===== src/rtl/inv_lift_row_pkg.sv =====
// Shared types and helpers for the inverse 5/3 lifting engines (row now, column later).
package inv_lift_pkg;

  typedef enum logic [2:0] {
    IDLE,
    RD_L,
    RD_S,
    RD_R,
    CAP_R,
    WR,
    FIN
  } state_t;

  localparam int CYC_PER_SAMPLE = 5;

  localparam logic PASS_UPD  = 1'b0;
  localparam logic PASS_PRED = 1'b1;

  // Whole-sample symmetric extension: -1 -> 1, row_len -> row_len-2.
  function automatic int mirror_idx(input int idx, input int row_len);
    if (idx < 0) return -idx;
    if (idx >= row_len) return 2 * row_len - 2 - idx;
    return idx;
  endfunction

endpackage


===== src/rtl/inv_lift_row_if.sv =====
// Control handshake plus single-port coefficient RAM bus of the inverse lifting engine.
interface inv_lift_row_if #(
  parameter int DATA_W = 9,
  parameter int ADDR_W = 8
);
  logic                     start;
  logic [ADDR_W-1:0]        row_base;
  logic                     busy;
  logic                     done;
  logic [ADDR_W-1:0]        mem_addr;
  logic                     mem_rd;
  logic signed [DATA_W-1:0] mem_rdata;
  logic                     mem_we;
  logic signed [DATA_W-1:0] mem_wdata;

  // master: sequencer / RAM side; slave: the lifting engine
  modport master (
    output start, row_base, mem_rdata,
    input  busy, done, mem_addr, mem_rd, mem_we, mem_wdata
  );

  modport slave (
    input  start, row_base, mem_rdata,
    output busy, done, mem_addr, mem_rd, mem_we, mem_wdata
  );
endinterface


===== src/rtl/inv_lift_row_kernel.sv =====
// Combinational inverse 5/3 lifting kernel: undo update (pass 0) or undo predict (pass 1).
module inv_lift_kernel
  import inv_lift_pkg::*;
#(
  parameter int DATA_W = 9
) (
  input  logic signed [DATA_W-1:0] l,
  input  logic signed [DATA_W-1:0] s,
  input  logic signed [DATA_W-1:0] r,
  input  logic                     pass,
  output logic signed [DATA_W-1:0] res
);
  localparam int SUM_W = DATA_W + 2;

  function automatic logic signed [SUM_W-1:0] upd_term(input logic signed [DATA_W-1:0] a,
                                                       input logic signed [DATA_W-1:0] b);
    logic signed [SUM_W-1:0] sum;
    sum = SUM_W'(a) + SUM_W'(b) + SUM_W'(2);
    return sum >>> 2;
  endfunction

  function automatic logic signed [SUM_W-1:0] pred_term(input logic signed [DATA_W-1:0] a,
                                                        input logic signed [DATA_W-1:0] b);
    logic signed [SUM_W-1:0] sum;
    sum = SUM_W'(a) + SUM_W'(b);
    return sum >>> 1;
  endfunction

  // Results wrap to the sample width; no saturation on the decode path.
  function automatic logic signed [DATA_W-1:0] wrap(input logic signed [SUM_W-1:0] v);
    return DATA_W'(v);
  endfunction

  logic signed [SUM_W-1:0] full;

  always_comb begin
    full = '0;
    if (pass == PASS_UPD) full = SUM_W'(s) - upd_term(l, r);
    else                  full = SUM_W'(s) + pred_term(l, r);
    res = wrap(full);
  end

endmodule


===== src/rtl/inv_lift_row.sv =====
// Inverse LeGall 5/3 row engine: in-place read-modify-write over one interleaved row.
module inv_lift_row
  import inv_lift_pkg::*;
#(
  parameter int DATA_W  = 9,
  parameter int ROW_LEN = 8,
  parameter int ADDR_W  = 8
) (
  input  logic           clk_i,
  input  logic           rst_n_i,
  inv_lift_row_if.slave  bus
);
  localparam int K_W = $clog2(ROW_LEN) + 1;

  state_t                   state, state_nxt;
  logic [ADDR_W-1:0]        row_base;
  logic [K_W-1:0]           k;
  logic                     pass;
  logic signed [DATA_W-1:0] l_p0, s_p0, r_p0;
  logic signed [DATA_W-1:0] res;
  logic [ADDR_W-1:0]        addr_l, addr_s, addr_r;
  logic                     last_k;

  assign addr_l = row_base + ADDR_W'(mirror_idx(int'(k) - 1, ROW_LEN));
  assign addr_s = row_base + ADDR_W'(int'(k));
  assign addr_r = row_base + ADDR_W'(mirror_idx(int'(k) + 1, ROW_LEN));
  assign last_k = (int'(k) + 2 >= ROW_LEN);

  inv_lift_kernel #(.DATA_W(DATA_W)) u_kernel (
    .l    (l_p0),
    .s    (s_p0),
    .r    (r_p0),
    .pass (pass),
    .res  (res)
  );

  // Operand capture trails each read by one cycle (synchronous RAM latency).
  always_ff @(posedge clk_i or negedge rst_n_i) begin
    if (!rst_n_i) begin
      state    <= IDLE;
      row_base <= '0;
      k        <= '0;
      pass     <= PASS_UPD;
      l_p0     <= '0;
      s_p0     <= '0;
      r_p0     <= '0;
    end else begin
      state <= state_nxt;
      case (state)
        IDLE: if (bus.start) begin
          row_base <= bus.row_base;
          k        <= '0;
          pass     <= PASS_UPD;
        end
        RD_S:  l_p0 <= bus.mem_rdata;
        RD_R:  s_p0 <= bus.mem_rdata;
        CAP_R: r_p0 <= bus.mem_rdata;
        WR: begin
          if (!last_k) begin
            k <= k + K_W'(2);
          end else if (pass == PASS_UPD) begin
            k    <= K_W'(1);
            pass <= PASS_PRED;
          end
        end
        default: ;
      endcase
    end
  end

  always_comb begin
    state_nxt     = state;
    bus.busy      = 1'b0;
    bus.done      = 1'b0;
    bus.mem_rd    = 1'b0;
    bus.mem_we    = 1'b0;
    bus.mem_addr  = '0;
    bus.mem_wdata = '0;
    case (state)
      IDLE: if (bus.start) state_nxt = RD_L;
      RD_L: begin
        bus.busy     = 1'b1;
        bus.mem_rd   = 1'b1;
        bus.mem_addr = addr_l;
        state_nxt    = RD_S;
      end
      RD_S: begin
        bus.busy     = 1'b1;
        bus.mem_rd   = 1'b1;
        bus.mem_addr = addr_s;
        state_nxt    = RD_R;
      end
      RD_R: begin
        bus.busy     = 1'b1;
        bus.mem_rd   = 1'b1;
        bus.mem_addr = addr_r;
        state_nxt    = CAP_R;
      end
      CAP_R: begin
        bus.busy  = 1'b1;
        state_nxt = WR;
      end
      WR: begin
        bus.busy      = 1'b1;
        bus.mem_we    = 1'b1;
        bus.mem_addr  = addr_s;
        bus.mem_wdata = res;
        state_nxt     = (last_k && pass == PASS_PRED) ? FIN : RD_L;
      end
      FIN: begin
        bus.done  = 1'b1;
        state_nxt = IDLE;
      end
      default: state_nxt = IDLE;
    endcase
  end

endmodule


===== src/flat_wrapper.sv =====
// flat-port wrapper written by rule: the top's interface ports become plain ports
module inv_lift_row_flat import inv_lift_pkg::*;
#(
  parameter int DATA_W  = 9,
  parameter int ROW_LEN = 8,
  parameter int ADDR_W  = 8
)
  (clk_i, rst_n_i, bus_start, bus_row_base, bus_mem_rdata, bus_busy, bus_done, bus_mem_addr, bus_mem_rd, bus_mem_we, bus_mem_wdata);
  inv_lift_row_if #(.DATA_W(DATA_W), .ADDR_W(ADDR_W)) bus_i ();
  input  logic clk_i;
  input  logic rst_n_i;
  input wire logic [$bits(bus_i.start)-1:0] bus_start;
  input wire logic [$bits(bus_i.row_base)-1:0] bus_row_base;
  input wire logic [$bits(bus_i.mem_rdata)-1:0] bus_mem_rdata;
  output wire logic [$bits(bus_i.busy)-1:0] bus_busy;
  output wire logic [$bits(bus_i.done)-1:0] bus_done;
  output wire logic [$bits(bus_i.mem_addr)-1:0] bus_mem_addr;
  output wire logic [$bits(bus_i.mem_rd)-1:0] bus_mem_rd;
  output wire logic [$bits(bus_i.mem_we)-1:0] bus_mem_we;
  output wire logic [$bits(bus_i.mem_wdata)-1:0] bus_mem_wdata;
  assign bus_i.start = bus_start;
  assign bus_i.row_base = bus_row_base;
  assign bus_i.mem_rdata = bus_mem_rdata;
  assign bus_busy = bus_i.busy;
  assign bus_done = bus_i.done;
  assign bus_mem_addr = bus_i.mem_addr;
  assign bus_mem_rd = bus_i.mem_rd;
  assign bus_mem_we = bus_i.mem_we;
  assign bus_mem_wdata = bus_i.mem_wdata;
  inv_lift_row #(.DATA_W(DATA_W), .ROW_LEN(ROW_LEN), .ADDR_W(ADDR_W)) u_core (.clk_i(clk_i), .rst_n_i(rst_n_i), .bus(bus_i));
endmodule

===== config.mk =====
export PLATFORM = sky130hd
export DESIGN_NAME = inv_lift_row_flat
export DESIGN_NICKNAME = d
export VERILOG_FILES = /design/src/rtl/inv_lift_row_pkg.sv /design/src/rtl/inv_lift_row_if.sv /design/src/rtl/inv_lift_row_kernel.sv /design/src/rtl/inv_lift_row.sv /design/src/flat_wrapper.sv
export SDC_FILE = /design/constraint.sdc
export NUM_CORES = 1
export LEC_CHECK = 0
export ABC_CLOCK_PERIOD_IN_PS = 4050
export CAP_MARGIN = 20
export CORE_AREA = 3 3 103 105
export DETAILED_ROUTE_END_ITERATION = 8
export DIE_AREA = 0 0 106 108
export SETUP_SLACK_MARGIN = 0.05
export SYNTH_ARGS = -nofsm -noshare
export SYNTH_HDL_FRONTEND = slang
export SYNTH_HIERARCHICAL = 1
export SYNTH_SLANG_ARGS = --single-unit

===== constraint.sdc =====
create_clock -name clk_i -period 4.05 [get_ports clk_i]
set_input_delay 0.405 -clock clk_i [delete_from_list [all_inputs] [get_ports clk_i]]
set_output_delay 0.405 -clock clk_i [all_outputs]
set_load 0.02 [all_outputs]

* Word level (Yosys, flattened, before mapping)
Index checks and enable logic that the tools add are counted.
** Storage, ports and cells
- Register bits after elaboration :: 43
- Latch bits :: 0
- Bits in writable memories :: 0
- Memory bits (read-only) :: 0
- Input bits :: 20
- Output and inout port bits :: 21
- Logic and storage cells :: 76
- Memories :: 0
** Cells by class
- $add $sub $neg :: 15
- Multiply operators :: 0
- Div/mod/pow operators :: 0
- $lt $le $gt $ge :: 5
- Equality and inequality tests :: 9
- Shifts and indexed selects :: 0
- Multiplexer cells :: 31
- Bitwise logic cells :: 0
- Reductions and logical operators :: 9
** Operators with widths (count)
- 32-bit by 5-bit greater-or-equal comparator with 1-bit output, second input constant :: 2
- 8-bit two-way mux :: 8
- 32-bit by 1-bit < comparator with 1-bit output, second input constant :: 1
- 8-bit one-hot mux with 3 select lines :: 1
- 9-bit two-way mux :: 2
- 3-bit one-hot mux with 6 select lines :: 1
- 8-bit adder :: 2
- 5-bit negator with 8-bit output :: 2
- 1-bit two-way mux :: 12
- 4-bit two-way mux :: 3
- 10-bit by 3-bit adder with 11-bit output, second input constant :: 1
- 9-bit by 9-bit adder with 10-bit output :: 1
- 9-bit adder :: 1
- 3-bit equality test, second input constant :: 3
- 9-bit subtractor :: 1
- 8-bit by 4-bit adder with 8-bit output :: 1
- 4-bit one-hot mux with 2 select lines :: 1
- 3-bit by 2-bit equality test with 1-bit output, second input constant :: 2
- 3-bit two-way mux :: 2
- 3-bit AND reduction :: 2
- 4-bit by 5-bit subtractor with 6-bit output, first input constant :: 1
- 5-bit by 5-bit subtractor with 6-bit output, first input constant :: 1
- 4-bit by 1-bit adder with 5-bit output, second input constant :: 1
- 4-bit by 2-bit adder with 5-bit output, second input constant :: 1
- other kinds (16) :: 16

* Logic depth before layout (Yosys ltp)
- Depth after elaboration :: 8
- Mapped depth :: 20
- Mapped depth without buffers :: 20

* Hierarchy
The synthesis kept the hierarchy.
** By module, submodules not included
- inv_lift_row :: times used 1, cells an instance 265, area an instance 2671.3 µm², sequential area each 1076.0 µm²
- inv_lift_kernel :: times used 1, cells an instance 159, area an instance 1182.4 µm², sequential area each 0.0 µm²

* Least setup slack after synthesis
Ideal clock, no wire load.
- Path kind :: reg-to-output
- From :: register u_core.l_p0[1]
- To :: output bus_mem_wdata[8]
- Data arrival time :: 3.968 ns
- Required time :: 3.645 ns
- Setup slack :: -0.323 ns
- Cell stages (with the launch flop) :: 21
- Buffers on the path :: 1
- Cell sequence :: dfrtp_1 > inv_1 > fa_1 > xnor2_1 > and2_1 > clkbuf_1 > and2_1 > nor2_1 > o21ai_0 > mux2i_1 > o21ai_0 > a21boi_0 > ha_1 > nor2b_1 > o21a_1 > o21ai_0 > nand2b_1 > a21oi_1 > xor2_1 > xnor2_1 > and2_1
** Between the ends
- Word-level cells in the longest chain between the ends :: 5
- Elaborated cells on any way between the ends :: 6
- Classes of those cells :: add/sub (4); mux (2)
** RTL lines
- start: declaration :: line inv_lift_row.sv:19 : logic signed [DATA_W-1:0] l_p0, s_p0, r_p0;
- start signal: assignment :: line inv_lift_row.sv:55 : RD_S: l_p0 <= bus.mem_rdata;
- 9-bit by 9-bit adder with 10-bit output (*) :: line inv_lift_row_kernel.sv:18, inv_lift_row_kernel.sv:25
- 10-bit by 3-bit adder with 11-bit output :: line inv_lift_row_kernel.sv:18 : sum = SUM_W'(a) + SUM_W'(b) + SUM_W'(2);
- 9-bit subtractor :: line inv_lift_row_kernel.sv:38 : if (pass == PASS_UPD) full = SUM_W'(s) - upd_term(l, r);
- 9-bit two-way mux (*) :: line inv_lift_row_kernel.sv:38
- net u_core.res[8] :: line inv_lift_row.sv:20 : logic signed [DATA_W-1:0] res;
- 9-bit two-way mux (*) :: line inv_lift_row.sv:79 : case (state)
- end: declaration :: line flat_wrapper.sv:20 : output wire logic [$bits(bus_i.mem_wdata)-1:0] bus_mem_wdata;
Mark *: on every way through the listed nets, which the timed path passes. The rest lies on a longest branch.

* Final worst setup path
- From :: register u_core.r_p0[1]
- To :: output bus_mem_wdata[8]
** Between the ends
- Word-level cells in the longest chain between the ends :: 5
- Elaborated cells on any way between the ends :: 6
- Classes of those cells :: add/sub (4); mux (2)
** RTL lines
- start: declaration :: line inv_lift_row.sv:19
- start signal: assignment :: line inv_lift_row.sv:57 : CAP_R: r_p0 <= bus.mem_rdata;
- 9-bit by 9-bit adder with 10-bit output (*) :: line inv_lift_row_kernel.sv:18, inv_lift_row_kernel.sv:25
- 10-bit by 3-bit adder with 11-bit output :: line inv_lift_row_kernel.sv:18
- 9-bit subtractor :: line inv_lift_row_kernel.sv:38
- 9-bit two-way mux (*) :: line inv_lift_row_kernel.sv:38
- net u_core.res[8] :: line inv_lift_row.sv:20
- 9-bit two-way mux (*) :: line inv_lift_row.sv:79
Marked as above.

==> impl_metrics.json <==
{
  "synth_fa_ha_area_frac": 0.119,
  "design.core.area_sq_um": 9730,
  "viasPerCell": 5.34,
  "ys_warn_count": 6,
  "synth_area_leaders": "dfrtp_1 (28%), mux2_2 (11%), ha_1 (10%)",
  "antenna_found_initial": 0,
  "avgSynthCellArea_sq_um": 9.09,
  "synthDistinctLibCells": 68,
  "ant_nets": 0,
  "path_class": "reg2out",
  "crit_path_end_kind": "output port",
  "die_area_sq_um": 11400,
  "violations": "setup timing",
  "cp-startpoint": "u_core/r_p0[1]$_DFFE_PN0P_",
  "io_pins": 41,
  "status": "finished with violations",
  "cts-root-buf": "clkbuf_8",
  "nets": 624,
  "multi_input_area_sq_um": 3190,
  "fp.dieW_um": 106,
  "worst_ep_required_time_ns": 3.64,
  "grt_pass1_vias": 3749,
  "timing.rr.start": "u_core/k[1]$_DFFE_PN0P_",
  "slew_headroom": 0.600,
  "drt_wl_total_mm": 11.2,
  "drtPass1Iterations": 5,
  "dpl.cell_count": 674,
  "cts_sinks": 43,
  "wl_per_cell_um": 15.9,
  "start_kind": "register",
  "fin_crit_ns": 4.66,
  "grt_overflow_total": 0,
  "grt.total_usage": 0.194,
  "synth_top_area_share": 0.279,
  "cts.htree.levels": 2,
  "clock_path_buffers": 2,
  "cts_tree": "done",
  "port_buffers": 40,
  "seqCellArea_sq_um": 1080,
  "path_clk_slew_ns": 0.10,
  "yosysTopAreaCell": "dfrtp_1",
  "layout-drive-gt1-share": 0.467,
  "start_util": 0.396,
  "synth-xor-area-share": 0.0672,
  "synthCells": 424,
  "ys_ff_latch": 43,
  "synth-compound-area-share": 0.208,
  "drtIter0Drc": 158,
  "grt_pass1_wl_mm": 18.0,
  "grt_max_degree": 44,
  "core.rowCount": 36,
  "async_flop_share": 1.00,
  "fmax_ghz": 0.214,
  "synth.net_count": 479,
  "yosys.area_share.simple": 0.173,
  "arrival_ns": 4.26,
  "synth_edf_count": 0,
  "synth_area_sq_um": 3850,
  "rsz0062_at_grt": "true",
  "yosysSeqAreaShare": 0.279,
  "final_max_slew_viol_count": 0,
  "vias": 3754,
  "die_y_um": 108,
  "period_share": 1.15,
  "drcViolationCount": 0,
  "report.final.setup_viol": 4,
  "fin_skew_ns": 0.00667,
  "fillers": 828,
  "cts_buffers": 5,
  "synthMuxAreaShare": 0.113,
  "stdcell_count": 703,
  "worst_hold_path_type": "in2async",
  "dp_hpwl_mm": 7.78,
  "maxCapViolCount": 0,
  "synth_ff_type": "dfrtp_1",
  "areaGrowthSynthToFinish_pct": 53.1,
  "gp_congestion": 0.868,
  "clock_latency_ns": 0.31,
  "timing.final.hold_violations": 0,
  "fin_ws_ns": -0.614,
  "tightest_slew_ns": 0.596,
  "diodes": 0,
  "synth_top_family_by_area": "compound AO/OA/AOI/OAI gates",
  "critPathMaxFanout": 2
}
-- logic make-up after synthesis --
family | count (synthesis)
adders and majority gates | 35
xor gates and xnor gates | 28
buffers and inverters | 35
and+or+nand+nor | 127
AOI/OAI and AO/OA | 117
DFF | 43
muxes | 39
-- flip-flops by register name, summed over array words and instances, names as in the netlist --
name             flops
u_core/s_p0          9
u_core/r_p0          9
u_core/k             4
u_core/row_base      8
u_core/l_p0          9
u_core/state         3
u_core/pass          1
-- routing by layer --
| layer | GRT usage | vias to the layer above | share of wire |
|---|---|---|---|
| met3 | 0.0275 | 17 | 0.044 |
| met2 | 0.343 | 82 | 0.51 |
| met1 | 0.249 | 1821 | 0.43 |
| li1 | - | 1834 | - |
| met4 | 0.0527 | 0 | 0.015 |
| met5 | 0 | - | 0 |
-- stage by stage --
step	TNS [ns]	hold WS, ns	setup slack, ns	cell area (sq um)	util
after global placement	-2.44	0.494	-0.789	5070	0.521
after floorplan	-0.0915	0.109	-0.0915	3880	-
after global routing	-2.58	0.457	-0.838	5900	0.606
after detailed placement	-3.14	0.501	-0.873	5070	0.521
final	-1.47	0.463	-0.614	5900	0.606
after CTS	-0.980	0.296	-0.561	5550	0.570
-- timing repair --
item,4_1_cts,5_1_grt
hold endpoints to repair,0,6
gates resized for setup,110,64
endpoints found under the setup margin,14,13
hold buffers,0,1
pin swaps,33,32
buffers inserted,11,10
-- worst max-delay path: stages (launching register included) --
cell	delay [ns]
dfrtp_1	0.41
inv_1	0.10
fa_2	0.27
nor2b_4	0.06
o21ba_4	0.20
o41a_1	0.34
or3b_4	0.41
a2111oi_4	0.38
a22oi_2	0.11
a21o_1	0.21
buf_6	0.12
xnor2_2	0.13
o221ai_1	0.13
ha_1	0.34
a21oi_2	0.16
xor2_1	0.18
xnor2_1	0.13
and2_4	0.15
buf_6	0.10
-- cell usage after synthesis (all sizes together), types with 2 or more instances --
cell type	n
nor2b	10
o21bai	4
fa	3
a31oi	4
dfrtp	43
a31o	2
and2	16
xor2	7
a221oi	2
nor3	14
nand3	7
o21ai	23
nand4	3
clkbuf	13
a21oi	31
nor4	2
a211oi	5
inv	17
or3b	2
mux2i	2
xnor2	20
mux2	37
nand2	20
o22ai	3
buf	5
nand2b	6
ha	32
nor2	33
a21bo	2
a21boi	5
a21o	6
o31ai	6
o221ai	2
o21a	7
nand3b	2
or3	3
o32ai	3
and3	5
-- worst paths after layout --
check | to | slack [ns] | depth (start not counted)
min in group clk_i | u_core/row_base[4]$_DFFE_PN0P_ | 0.52 | 1
worst min register to register | u_core/row_base[4]$_DFFE_PN0P_ | 0.52 | 1
worst max register to register | u_core/k[1]$_DFFE_PN0P_ | 2.02 | 7
max in group asynchronous | u_core/k[3]$_DFFE_PN0P_ | 3.12 | 3
worst min-delay path | u_core/row_base[2]$_DFFE_PN0P_ | 0.46 | 2
worst max-delay path | bus_mem_wdata[8] | -0.61 | 18
-- cells in the final DEF, fill, tap and decap left out, types with 7 or more instances in the layout --
master / count
buf_4: 110
mux2_2: 35
and2_1: 13
xnor2_2: 9
nor2_1: 32
ha_1: 21
o21a_1: 7
buf_6: 12
dfrtp_1: 43
nor3_1: 9
xnor2_1: 11
a21oi_2: 10
clkdlybuf4s50_1: 24
nor2b_1: 7
nand2_1: 18
inv_1: 12
o21ai_0: 12
a21oi_1: 20
ha_4: 9
-- cell type report --
cell class | instances | area share
inverter | 17 | 0.0117
clock inverter | 3 | 0.00445
sequential | 43 | 0.182
tap | 133 | 0.0282
timing repair buffer | 156 | 0.221
multi-input combinational | 346 | 0.541
clock buffer | 5 | 0.0117
Power is left out: the tool's default activity adds up to more than one toggle a clock period on the data nets, which glitch-free logic cannot reach.
